File: src/rtl/elev_pkg.sv
// Shared types for the elevator controller, its car stage and benches.
package elev_pkg;

  typedef enum logic [1:0] {
    STOP       = 2'b00,
    DOWN_GOING = 2'b10,
    UP_GOING   = 2'b11
  } move_cmd_t;

  typedef enum logic [1:0] {
    IDLE,
    MOVE,
    SETTLE,
    DOOR
  } ctrl_st_t;

endpackage

File: src/rtl/elev_req_scan.sv
// Combinational request scan: is there a call here, above or below the car.
module elev_req_scan #(
  parameter int NUM_FLOORS = 5,
  parameter int FLOOR_W    = 5
) (
  input  logic [NUM_FLOORS-1:0] pending,
  input  logic [FLOOR_W-1:0]    floor_cur,
  output logic                  here,
  output logic                  above,
  output logic                  below
);

  localparam logic [NUM_FLOORS-1:0] ALL_ONES = '1;
  localparam logic [NUM_FLOORS-1:0] BIT0     = NUM_FLOORS'(1);

  logic [NUM_FLOORS-1:0] here_mask;
  logic [NUM_FLOORS-1:0] at_or_above;
  logic [NUM_FLOORS-1:0] above_mask;
  logic [NUM_FLOORS-1:0] below_mask;

  // Shifts saturate to zero for out-of-range floors, so masks never wrap.
  always_comb begin
    here_mask   = BIT0 << floor_cur;
    at_or_above = ALL_ONES << floor_cur;
    above_mask  = at_or_above << 1;
    below_mask  = ~at_or_above;
    here        = |(pending & here_mask);
    above       = |(pending & above_mask);
    below       = |(pending & below_mask);
  end

endmodule

File: src/rtl/elev_controller.sv
// Collective (SCAN) elevator scheduler: latches calls, picks direction and
// issues one-floor move pulses to the car stage, with door dwell handling.
module elev_controller
  import elev_pkg::*;
#(
  parameter int NUM_FLOORS    = 5,
  parameter int FLOOR_W       = 5,
  parameter int TRAVEL_CYCLES = 4,
  parameter int DWELL_CYCLES  = 10
) (
  input  logic                  clk,
  input  logic                  rst,
  input  logic [NUM_FLOORS-1:0] call_btn,
  input  logic [FLOOR_W-1:0]    floor_cur,
  output logic [1:0]            state,
  output logic [NUM_FLOORS-1:0] pending,
  output logic                  door_open,
  output logic                  dir_up,
  output logic                  fault
);

  localparam int TMR_MAX = (DWELL_CYCLES > TRAVEL_CYCLES) ? DWELL_CYCLES : TRAVEL_CYCLES;
  localparam int TMR_W   = $clog2(TMR_MAX);

  localparam logic [TMR_W-1:0]      TRAVEL_LOAD = TMR_W'(TRAVEL_CYCLES - 1);
  localparam logic [TMR_W-1:0]      DWELL_LOAD  = TMR_W'(DWELL_CYCLES - 1);
  localparam logic [FLOOR_W-1:0]    TOP_FLOOR   = FLOOR_W'(NUM_FLOORS - 1);
  localparam logic [NUM_FLOORS-1:0] BIT0        = NUM_FLOORS'(1);

  ctrl_st_t              st_q, st_d;
  move_cmd_t             cmd_q, cmd_d;
  logic [NUM_FLOORS-1:0] pend_q, pend_d;
  logic                  dir_q, dir_d;
  logic                  fault_q, fault_d;
  logic [TMR_W-1:0]      timer_q, timer_d;

  logic                  here, above, below;
  logic [NUM_FLOORS-1:0] floor_bit;
  logic                  at_top, at_bottom, bad_floor;
  logic                  clr_here;
  logic                  want_move, want_up;

  elev_req_scan #(
    .NUM_FLOORS (NUM_FLOORS),
    .FLOOR_W    (FLOOR_W)
  ) u_scan (
    .pending   (pend_q),
    .floor_cur (floor_cur),
    .here      (here),
    .above     (above),
    .below     (below)
  );

  always_comb begin
    floor_bit = BIT0 << floor_cur;
    at_top    = (floor_cur == TOP_FLOOR);
    at_bottom = (floor_cur == '0);
    bad_floor = (floor_cur > TOP_FLOOR);
  end

  always_comb begin
    st_d      = st_q;
    cmd_d     = STOP;
    dir_d     = dir_q;
    fault_d   = fault_q;
    timer_d   = timer_q;
    clr_here  = 1'b0;
    want_move = 1'b0;
    want_up   = dir_q;
    pend_d    = pend_q | call_btn;

    if (fault_q || bad_floor) begin
      fault_d = 1'b1;
      st_d    = IDLE;
      timer_d = '0;
      pend_d  = '0;
    end else begin
      unique case (st_q)
        IDLE: begin
          if (here) begin
            st_d     = DOOR;
            timer_d  = DWELL_LOAD;
            clr_here = 1'b1;
          end else if (above && (dir_q || !below)) begin
            want_move = 1'b1;
            want_up   = 1'b1;
          end else if (below) begin
            want_move = 1'b1;
            want_up   = 1'b0;
          end
        end
        MOVE: begin
          st_d    = SETTLE;
          timer_d = TRAVEL_LOAD;
        end
        SETTLE: begin
          if (timer_q != '0) begin
            timer_d = timer_q - TMR_W'(1);
          end else if (here) begin
            st_d     = DOOR;
            timer_d  = DWELL_LOAD;
            clr_here = 1'b1;
          end else if (dir_q ? above : below) begin
            want_move = 1'b1;
            want_up   = dir_q;
          end else if (dir_q ? below : above) begin
            want_move = 1'b1;
            want_up   = !dir_q;
          end else begin
            st_d = IDLE;
          end
        end
        DOOR: begin
          // A call at the open floor is absorbed and restarts the dwell.
          clr_here = 1'b1;
          if (|(call_btn & floor_bit)) begin
            timer_d = DWELL_LOAD;
          end else if (timer_q == '0) begin
            st_d = IDLE;
          end else begin
            timer_d = timer_q - TMR_W'(1);
          end
        end
        default: st_d = IDLE;
      endcase

      // A move past either end can only come from corrupt scan data: park instead.
      if (want_move) begin
        if (want_up ? at_top : at_bottom) begin
          st_d = IDLE;
        end else begin
          st_d  = MOVE;
          dir_d = want_up;
          cmd_d = want_up ? UP_GOING : DOWN_GOING;
        end
      end

      if (clr_here) begin
        pend_d = pend_d & ~floor_bit;
      end
    end
  end

  always_ff @(posedge clk) begin
    if (rst) begin
      st_q    <= IDLE;
      cmd_q   <= STOP;
      pend_q  <= '0;
      dir_q   <= 1'b1;
      fault_q <= 1'b0;
      timer_q <= '0;
    end else begin
      st_q    <= st_d;
      cmd_q   <= cmd_d;
      pend_q  <= pend_d;
      dir_q   <= dir_d;
      fault_q <= fault_d;
      timer_q <= timer_d;
    end
  end

  always_comb begin
    state     = cmd_q;
    pending   = pend_q;
    door_open = (st_q == DOOR);
    dir_up    = dir_q;
    fault     = fault_q;
  end

endmodule

File: config.mk
export PLATFORM = sky130hd
export DESIGN_NAME = elev_controller
export DESIGN_NICKNAME = d
export VERILOG_FILES = /design/src/rtl/elev_pkg.sv /design/src/rtl/elev_req_scan.sv /design/src/rtl/elev_controller.sv
export SDC_FILE = /design/constraint.sdc
export NUM_CORES = 1
export LEC_CHECK = 0
export BUFFER_PORTS_ARGS = -buffer_cell sky130_fd_sc_hd__buf_2
export CORE_ASPECT_RATIO = 1.25
export CORE_MARGIN = 4
export CORE_UTILIZATION = 35
export DETAILED_ROUTE_END_ITERATION = 12
export GPL_TIMING_DRIVEN = 0
export SETUP_SLACK_MARGIN = 0.05
export SLEW_MARGIN = 20
export SYNTH_ARGS = -nofsm -noshare
export SYNTH_HDL_FRONTEND = slang
export SYNTH_SLANG_ARGS = --single-unit
File: constraint.sdc
create_clock -name clk -period 5.5 [get_ports clk]
set_clock_uncertainty 0.05 [all_clocks]
set_input_delay 0.825 -clock clk [delete_from_list [all_inputs] [get_ports clk]]
set_output_delay 0.825 -clock clk [all_outputs]
set_load 0.02 [all_outputs]
==> flow_summary_export.csv <==
group,metric,value,unit
power_and_ir_drop,power.density_cell_area,170,mW/mm²
clocking,cts_num_sinks,15,
worst_setup_path,r2r-end,"dir_up$_SDFFE_PP1P_",
layout,n_antenna_cell,0,
placement,final_gp_congestion,0.868,
synth,ys.warnings.count,0,
floorplan,chipWidth,56.0,µm
flow_run,max_cap_violations,0,
worst_setup_path,critical_path.top_delay_family,"compound AO/OA/AOI/OAI gates",
global_route,global_route.overflow_total,0,
routing,postRouteWirelength,2540,µm
global_route,antenna_found_initial,0,
worst_setup_path,critPathArrivalTime,2.49,ns
clocking,cts_resized,0,
routing,overall_via_count_from_detail_route,1046,
synth,leading_post_synthesis_cells_by_instance_count,"dfxtp_1 (15), o21ai_0 (11), nand2_1 (10), nor2_1 (10), inv_1 (9)",
sta,finalCriticalPeriod,2.39,ns
worst_setup_path,crit_path_start,"floor_cur[4]",
floorplan,core-area,0.00273,mm²
sta,final-max-slew-violation-count,0,
synth,synth_cells,125,
layout,layout.cell_area.non_filler,0.00118,mm²
global_route,grt_max_degree,11,
worst_setup_path,critical_path_cell_count,6,
synth,synth_edf_count,0,
synth,synth_top_cell_by_area,"dfxtp_1",
clocking,cts_inserted_buffers,3,
global_route,grt_pass1_vias,953,
synth,synth_sequential_area_ratio,29.7,%
outcome,run_status,"completed",
synth,ys_ff_latch,15,
power_and_ir_drop,design_power_total,0.201,mW
worst_setup_path,worstPathCellList,"buf_2 -> nor3b_1 -> a32o_1 -> nor2_1 -> o21ai_1 -> a41oi_1",
global_route,grt_first_pass_wirelength,4230,µm
worst_setup_path,path_buf_inv,1,
routing,wl_per_cell,13.9,µm
clocking,clock_latency,0.28,ns
routing,detail_route.drc_violations,0,
synth,synth_nets,139,
worst_setup_path,worst_reg2reg_startpoint,"timer_q[0]$_SDFFE_PP0P_",
sta,highest_achievable_clock_rate,0.418,GHz
layout,layout_net_count,164,
worst_setup_path,timing.critical_path.from_type,"input pin",
clocking,cts_hold_buf,0,
worst_hold_path,worst_hold_path_type,"reg -> reg",
synth,synth_top_cell_area_share,29.7,%
clocking,cts_root_buffer,"clkbuf_4",
clocking,cts_max_path_buffers,2,
routing,initialDrtViolationCount,17,
worst_setup_path,timing.critical_path.slowest_cell_delay,0.48,ns
synth,netlist_area,0.00101,mm²
sta,final-hold-violation-count,0,
clocking,clk_pin_slew_worst_paths,0.09,ns
layout,p_r_area_growth_vs_syn,16.7,%
floorplan,num_rows,21,
worst_setup_path,critical_path_class,"in -> reg",
routing,via_per_inst,5.72,
layout,drive_above_1_share,22.8,%
clocking,cts_tree,"yes",
global_route,gr-usage-all-layers,13.8,%
synth,synthArstFlopShare,0,%
sta,timing.slew.headroom,63.0,%
floorplan,initial_utilization,37.0,%
placement,dp.final_hpwl,2010,µm
power_and_ir_drop,peakVddDrop,0.0877,mV
synth,postSynthAreaPerCell,8.08,µm²
synth,ys_dominant_reg_cell,"dfxtp_1",
synth,netlist-cell-type-count,44,
worst_setup_path,worstPathRequired,5.59,ns
routing,ant_nets,0,
worst_setup_path,end_kind,"flip-flop",
clocking,cts.repair_timing.setup_buffer_count,0,
sta,worstMarginPinSlew,0.555,ns
sta,setup_repair_after_global_routing_missed_its_margin,"false",
worst_setup_path,worstSetupEndpoint,"pending[4]$_SDFF_PP0_",
floorplan,io_pins,22,
power_and_ir_drop,static-leakage-power,0.470,nW
worst_setup_path,reg2reg_setup_slack,3.28,ns
layout,finish.cell_count_without_fillers,183,
worst_setup_path,worst_r2r_path_depth,7,
sta,final_cycle_share,43.5,%
clocking,ctsHtreeMaxLevel,1,
sta,timing.final.setup_violations,0,
routing,detailedRoute.firstPassIterationCount,4,
floorplan,die_height,68.1,µm
worst_setup_path,cp_slowest_cell,"nor3b_1",
placement,dpl_cell_area,0.00115,mm²
worst_setup_path,critical_path_peak_fanout,6,
placement,placed_cells_incl_taps,179,
synth,synth.most_common_cell,"dfxtp_1",
placement,portBuffers,20,
sta,tns,0,ns
synth,ys_top_cells_by_area,"dfxtp_1 (30%), o21ai_0 (5.5%), a21oi_1 (4.0%)",
floorplan,overall_die_area,0.00381,mm²
[layer usage]
| metal | share of wire, % | global-route usage [%] | up-vias |
|---|---|---|---|
| met3 | 4.4 | 1.89 | 0 |
| met4 | 0 | 4.75 | 0 |
| li1 | - | - | 524 |
| met5 | 0 | 0 | - |
| met2 | 53 | 25.7 | 28 |
| met1 | 43 | 16.3 | 494 |
[worst min-delay path: cells and delay by family, from the launching register on]
kind             cells  cell delay, ns
flip-flops           1            0.34
AND/OR/NAND/NOR      1            0.06
AO/OA/AOI/OAI        1            0.06
[where the power goes]
group	internal (mW)	total [mW]	switching (mW)
clock	0.0281	0.0620	0.0339
combinational	0.0107	0.0277	0.0170
sequential	0.110	0.111	0.00114
[how the worst min path moves through the flow]
stage / start / endpoint / depth (start not counted) / slack, ns
after detailed placement: timer_q[1]$_SDFFE_PP0P_ / timer_q[1]$_SDFFE_PP0P_ / 2 / 0.45
final: timer_q[1]$_SDFFE_PP0P_ / timer_q[1]$_SDFFE_PP0P_ / 2 / 0.46
after CTS: timer_q[1]$_SDFFE_PP0P_ / timer_q[1]$_SDFFE_PP0P_ / 2 / 0.46
after global routing: timer_q[1]$_SDFFE_PP0P_ / timer_q[1]$_SDFFE_PP0P_ / 2 / 0.49
after floorplan: timer_q[1]$_SDFFE_PP0P_ / timer_q[1]$_SDFFE_PP0P_ / 2 / 0.41
after global placement: timer_q[1]$_SDFFE_PP0P_ / timer_q[1]$_SDFFE_PP0P_ / 2 / 0.44
[layout make-up]
class,count,area (µm²)
Buffer,4,23.8
Clock buffer,4,26.3
Fill cell,300,1550
Inverter,9,33.8
Multi-Input combinational cell,97,652
Sequential cell,15,300
Tap cell,34,42.5
Timing Repair Buffer,20,100
[state kept, by name (all words and copies together) (netlist names)]
signal / flops
state: 2
pending: 5
st_q: 2
fault: 1
timer_q: 4
dir_up: 1
[kinds of logic after synthesis]
kind of cell / count (synthesis) / share of synthesized area (%)
flops: 15 / 29.7
compound gates: 46 / 33.0
fa+ha+maj: 2 / 2.48
mux: 3 / 3.22
buf+inv: 13 / 5.70
simple gates: 46 / 25.9
[stage by stage]
step	worst slack [ns]	hold slack (ns)	util, %
2_1_floorplan	3.12	0.412	-
3_3_place_gp	2.83	0.441	42.2
3_5_place_dp	2.80	0.450	42.2
4_1_cts	3.10	0.462	43.1
5_1_grt	2.97	0.486	43.1
6_report	3.11	0.457	43.1
[layout by cell type (no fill, tap or decap), types with 3 or more instances in the layout]
cell,instances
buf_2,21
dfxtp_1,15
o21ai_0,11
nand2_1,10
nor2_1,10
inv_1,9
a21oi_1,8
nor3_1,4
nor4_1,4
a31oi_1,4
clkbuf_1,3
nand2b_1,3
a41oi_1,3
clkbuf_4,3
Power figures use the tool's default switching activity.
